[src/rtl/mem_arbiter.sv]
// Arbitrates an I-cache and a D-cache onto one memory port in 4-access bursts.
// Read data returns two cycles after acceptance and is routed back to the requester that issued it.
module mem_arbiter (
  input  logic        clk,
  input  logic        rst,
  input  logic [15:0] i_addr,
  input  logic [15:0] i_data_in,
  input  logic        i_rd,
  input  logic        i_wr,
  input  logic [15:0] d_addr,
  input  logic [15:0] d_data_in,
  input  logic        d_rd,
  input  logic        d_wr,
  input  logic [15:0] m_data_out,
  input  logic        m_stall,
  input  logic [3:0]  m_busy,
  input  logic        m_err,
  output logic [15:0] m_addr,
  output logic [15:0] m_data_in,
  output logic        m_rd,
  output logic        m_wr,
  output logic [15:0] i_data_out,
  output logic [15:0] d_data_out,
  output logic        i_valid,
  output logic        d_valid,
  output logic        i_stall,
  output logic        d_stall,
  output logic        i_err,
  output logic        d_err,
  output logic        owner
);

  typedef enum logic [1:0] {StIdle, StOwnI, StOwnD} state_e;

  state_e     state_q, state_d;
  logic [1:0] cnt_q, cnt_d;
  logic       rr_q, rr_d;
  logic       s0_v_q, s0_v_d, s0_o_q, s0_o_d;
  logic       s1_v_q, s1_v_d, s1_o_q, s1_o_d;

  logic i_req, d_req, has_own, own, own_req, accept;
  logic unused_busy;

  assign unused_busy = ^m_busy;
  assign i_req       = i_rd | i_wr;
  assign d_req       = d_rd | d_wr;

  // Owner selection: fixed while owning, combinational round-robin in idle.
  always_comb begin
    has_own = 1'b1;
    own     = 1'b0;
    unique case (state_q)
      StOwnI:  own = 1'b0;
      StOwnD:  own = 1'b1;
      default: begin
        has_own = i_req | d_req;
        own     = (i_req & d_req) ? ~rr_q : d_req;
      end
    endcase
  end

  always_comb begin
    m_rd      = 1'b0;
    m_wr      = 1'b0;
    m_addr    = 16'h0000;
    m_data_in = 16'h0000;
    if (has_own) begin
      m_rd      = own ? d_rd : i_rd;
      m_wr      = own ? (d_wr & ~d_rd) : (i_wr & ~i_rd);
      m_addr    = own ? d_addr : i_addr;
      m_data_in = own ? d_data_in : i_data_in;
    end
  end

  assign own_req = own ? d_req : i_req;
  assign accept  = (m_rd | m_wr) & ~m_stall;
  assign owner   = own;

  always_comb begin
    state_d = state_q;
    cnt_d   = cnt_q;
    rr_d    = rr_q;
    if (state_q == StIdle) begin
      if (accept) begin
        state_d = own ? StOwnD : StOwnI;
        cnt_d   = 2'd1;
      end
    end else if (!own_req) begin
      state_d = StIdle;
      cnt_d   = 2'd0;
    end else if (accept) begin
      if (cnt_q == 2'd3) begin
        state_d = StIdle;
        cnt_d   = 2'd0;
        rr_d    = own;
      end else begin
        cnt_d = cnt_q + 2'd1;
      end
    end
  end

  // Return pipeline tags each accepted read with its owner; never flushed on handover.
  always_comb begin
    s0_v_d = accept & m_rd;
    s0_o_d = own;
    s1_v_d = s0_v_q;
    s1_o_d = s0_o_q;
  end

  always_ff @(posedge clk or posedge rst) begin
    if (rst) begin
      state_q <= StIdle;
      cnt_q   <= 2'd0;
      rr_q    <= 1'b0;
      s0_v_q  <= 1'b0;
      s0_o_q  <= 1'b0;
      s1_v_q  <= 1'b0;
      s1_o_q  <= 1'b0;
    end else begin
      state_q <= state_d;
      cnt_q   <= cnt_d;
      rr_q    <= rr_d;
      s0_v_q  <= s0_v_d;
      s0_o_q  <= s0_o_d;
      s1_v_q  <= s1_v_d;
      s1_o_q  <= s1_o_d;
    end
  end

  assign i_valid    = s1_v_q & ~s1_o_q;
  assign d_valid    = s1_v_q & s1_o_q;
  assign i_data_out = i_valid ? m_data_out : 16'h0000;
  assign d_data_out = d_valid ? m_data_out : 16'h0000;

  // A requesting non-owner always waits; the owner sees the memory's own stall.
  assign i_stall = i_req & ((has_own & ~own) ? m_stall : 1'b1);
  assign d_stall = d_req & ((has_own & own) ? m_stall : 1'b1);
  assign i_err   = m_err & has_own & ~own & (m_rd | m_wr);
  assign d_err   = m_err & has_own & own & (m_rd | m_wr);

endmodule

[config.mk]
export PLATFORM = sky130hd
export DESIGN_NAME = mem_arbiter
export DESIGN_NICKNAME = d
export VERILOG_FILES = /design/src/rtl/mem_arbiter.sv
export SDC_FILE = /design/constraint.sdc
export NUM_CORES = 1
export LEC_CHECK = 0
export CAP_MARGIN = 5
export CORE_ASPECT_RATIO = 0.8
export CORE_UTILIZATION = 22
export CTS_CLUSTER_SIZE = 14
export DETAILED_ROUTE_END_ITERATION = 6
export PLACE_DENSITY = 0.76
export SYNTH_ARGS = -nofsm -noshare
export SYNTH_HDL_FRONTEND = slang
export SYNTH_SLANG_ARGS = --single-unit
[constraint.sdc]
create_clock -name clk -period 2 [get_ports clk]
set_input_delay 0.5 -clock clk [delete_from_list [all_inputs] [get_ports clk]]
set_output_delay 0.5 -clock clk [all_outputs]
set_load 0.03 [all_outputs]
==> results_dict.tcl <==
set metrics [dict create \
    leakage_uw 0.00177 \
    fp.coreArea_mm2 0.00504 \
    reg2reg_setup_slack_ns -0.30 \
    drive_gt1_share_pct 53.0 \
    ys_seq_area_share_pct 19.4 \
    min_period_ns 2.45 \
    drt_first_pass_iters 4 \
    port_buffers 160 \
    postCtsHoldBufs 0 \
    antenna_found_initial 0 \
    powerDensity_mw_per_mm2 2070 \
    drc 0 \
    cts_tree "yes" \
    cp-start-kind "flop" \
    die_h_um 67.0 \
    n_antenna_cell 0 \
    violations "setup timing" \
    cp-end-kind "output pin" \
    dpl.hpwl_um 4480 \
    synth_nets 233 \
    drv_cap 0 \
    stdcell_area_mm2 0.00371 \
    final_cell_mix "clkdlybuf4s50_1, buf_4, buf_6" \
    final_common_cell "clkdlybuf4s50_1" \
    cts_buffer_depth 2 \
    synthDistinctLibCells 33 \
    hold_path_startpoint "s0_o_q" \
    root_buffer "clkbuf_8" \
    grt_pass1_vias 1818 \
    worst_hold_slack_ns 0.344 \
    grt_max_degree 18 \
    grt_first_pass_wirelength_um 9160 \
    hp-class "reg -> reg" \
    rsz0062_at_grt "yes" \
    syn_area_per_cell_um2 8.41 \
    slew_headroom_pct 75.0 \
    via_per_inst 4.80 \
    vias 1892 \
    synth_warnings 0 \
    report.final.slew_viol_count 0 \
    hold-path-cell-count 0 \
    status "finished with violations" \
    die_w_um 83.2 \
    worstSetupPathType "reg -> out" \
    grt_overflow 0 \
    antenna_left 0 \
    finalHoldViolations 0 \
    cts_buffers 3 \
    rr_startpoint "state_q[1]" \
    place_area_mm2 0.00307 \
    worst_pin_slew_ns 0.374 \
    dieArea_mm2 0.00557 \
    gp_congestion 0.770 \
    cp_data_required_time_ns 1.50 \
    reg2reg_depth 9 \
    holdPathEnd "s1_o_q" \
    nNetsFinal 428 \
    cts_htree_levels 1 \
    cts_sinks 9 \
    path_clk_slew_ns 0.05 \
    setup_slack_ns -0.448 \
    areaGrowthSynthToFinish_pct 219 \
    grt.total_usage_pct 20.9 \
    num_rows 23 \
    drtIter0Drc 70 \
    synth_seq_cells 9 \
    synthesis.area_mm2 0.00116 \
    clk_latency_ns 0.23 \
    setup_viol 44 \
    dp_slack_ns -0.584 \
    peakVddDrop_mv 1.49 \
    io_pins 165 \
    synthCells 138 \
    post_drt_wl_per_cell_um 16.2 \
    finalWirelength_um 6390 \
    arrival_ns 1.95 \
    initial_core_util_pct 23.1 \
    period_share_pct 122 \
    fin_util_pct 73.6 \
    clock_skew_ns 0.00302 \
    critPathMaxFanout 6 \
    r2r_end "rr_q" \
    power_uw 7670 \
    max_freq_ghz 0.408 \
]
-- synth_stat cells, drive strengths merged --
cell type	count	area share, %
nor3b	1	0.65
inv	4	1.3
a211o	1	0.75
buf	7	4.1
and3	17	9.6
o21bai	1	0.65
dfrtp	9	19
nor4b	2	2.8
or3	1	0.54
o31ai	2	2.9
nand2	7	2.3
a22o	34	26
or2b	1	0.65
nor3	5	2.2
o21ba	1	0.86
mux2	2	2.3
ha	3	3.2
nor2b	1	0.54
nand3b	2	1.3
nor2	5	1.6
a311o	1	0.97
o21a	1	0.65
a21o	1	0.65
nor4bb	1	0.86
clkbuf	5	1.6
a21oi	4	1.7
and2	18	9.7
a211oi	1	0.65
-- where the power goes --
| group | internal (uW) | switching, uW |
|---|---|---|
| sequential | 263 | 56.9 |
| clock | 139 | 68.7 |
| combinational | 3810 | 3330 |
-- final cells by class --
class | count | area (um^2)
timing repair buffer | 202 | 2090
fill | 361 | 1330
clock buffer | 4 | 45.0
sequential | 9 | 225
inverter | 4 | 15.0
multi-input combinational | 113 | 1250
tap | 62 | 77.6
-- how the worst max path moves through the flow --
stage	start	end	slack [ns]	cells after the start
after floorplan	state_q[1]	m_wr	-0.17	8
after global placement	i_wr	m_rd	-0.54	6
after detailed placement	i_wr	m_rd	-0.58	6
after CTS	state_q[0]	m_wr	-0.44	10
after global routing	state_q[0]	m_wr	-0.53	10
final	state_q[1]	m_wr	-0.45	10
-- repair_timing --
item                                    4_1_cts  5_1_grt
gates cloned                                  6        0
pin swaps                                    28        2
gates resized for setup                      82        9
setup buffers                                11        4
endpoints found under the setup margin       44       46
-- metrics by stage --
stage	std cells	TNS, ns
floorplan	138	-4.20
finish	394	-16.38
detailed placement	371	-22.51
CTS	391	-15.84
global route	394	-19.06
global placement	371	-21.35
-- flip-flops by register name, indices dropped and copies added (netlist names) --
signal,count
s0_o_q,1
cnt_q,2
s1_v_q,1
rr_q,1
s0_v_q,1
state_q,2
s1_o_q,1
-- logic make-up after synthesis --
family	Yosys count	synth area share, %
AND/OR/NAND/NOR	61	32.7
AO/OA/AOI/OAI	47	35.5
flip-flops	9	19.4
multiplexers	2	2.26
buffers and inverters	16	7.00
adder cells (fa/ha/maj)	3	3.23
-- metal layers --
layer  GRT usage [%]  part of all wire, %
met1            24.1                   39
met2            40.5                   53
met3            3.72                  7.0
met4            4.31                 0.92
met5               0                    0
-- worst max-delay path, stage by stage, from the launching register on --
cell and delay, ns:
dfrtp_1 0.39, inv_2 0.07, ha_4 0.20, buf_8 0.13, buf_6 0.11, o31ai_4 0.20
buf_6 0.19, buf_12 0.13, nand3b_1 0.10, nand2_2 0.07, buf_6 0.13
Note: power is estimated with default switching activity, not from simulation.
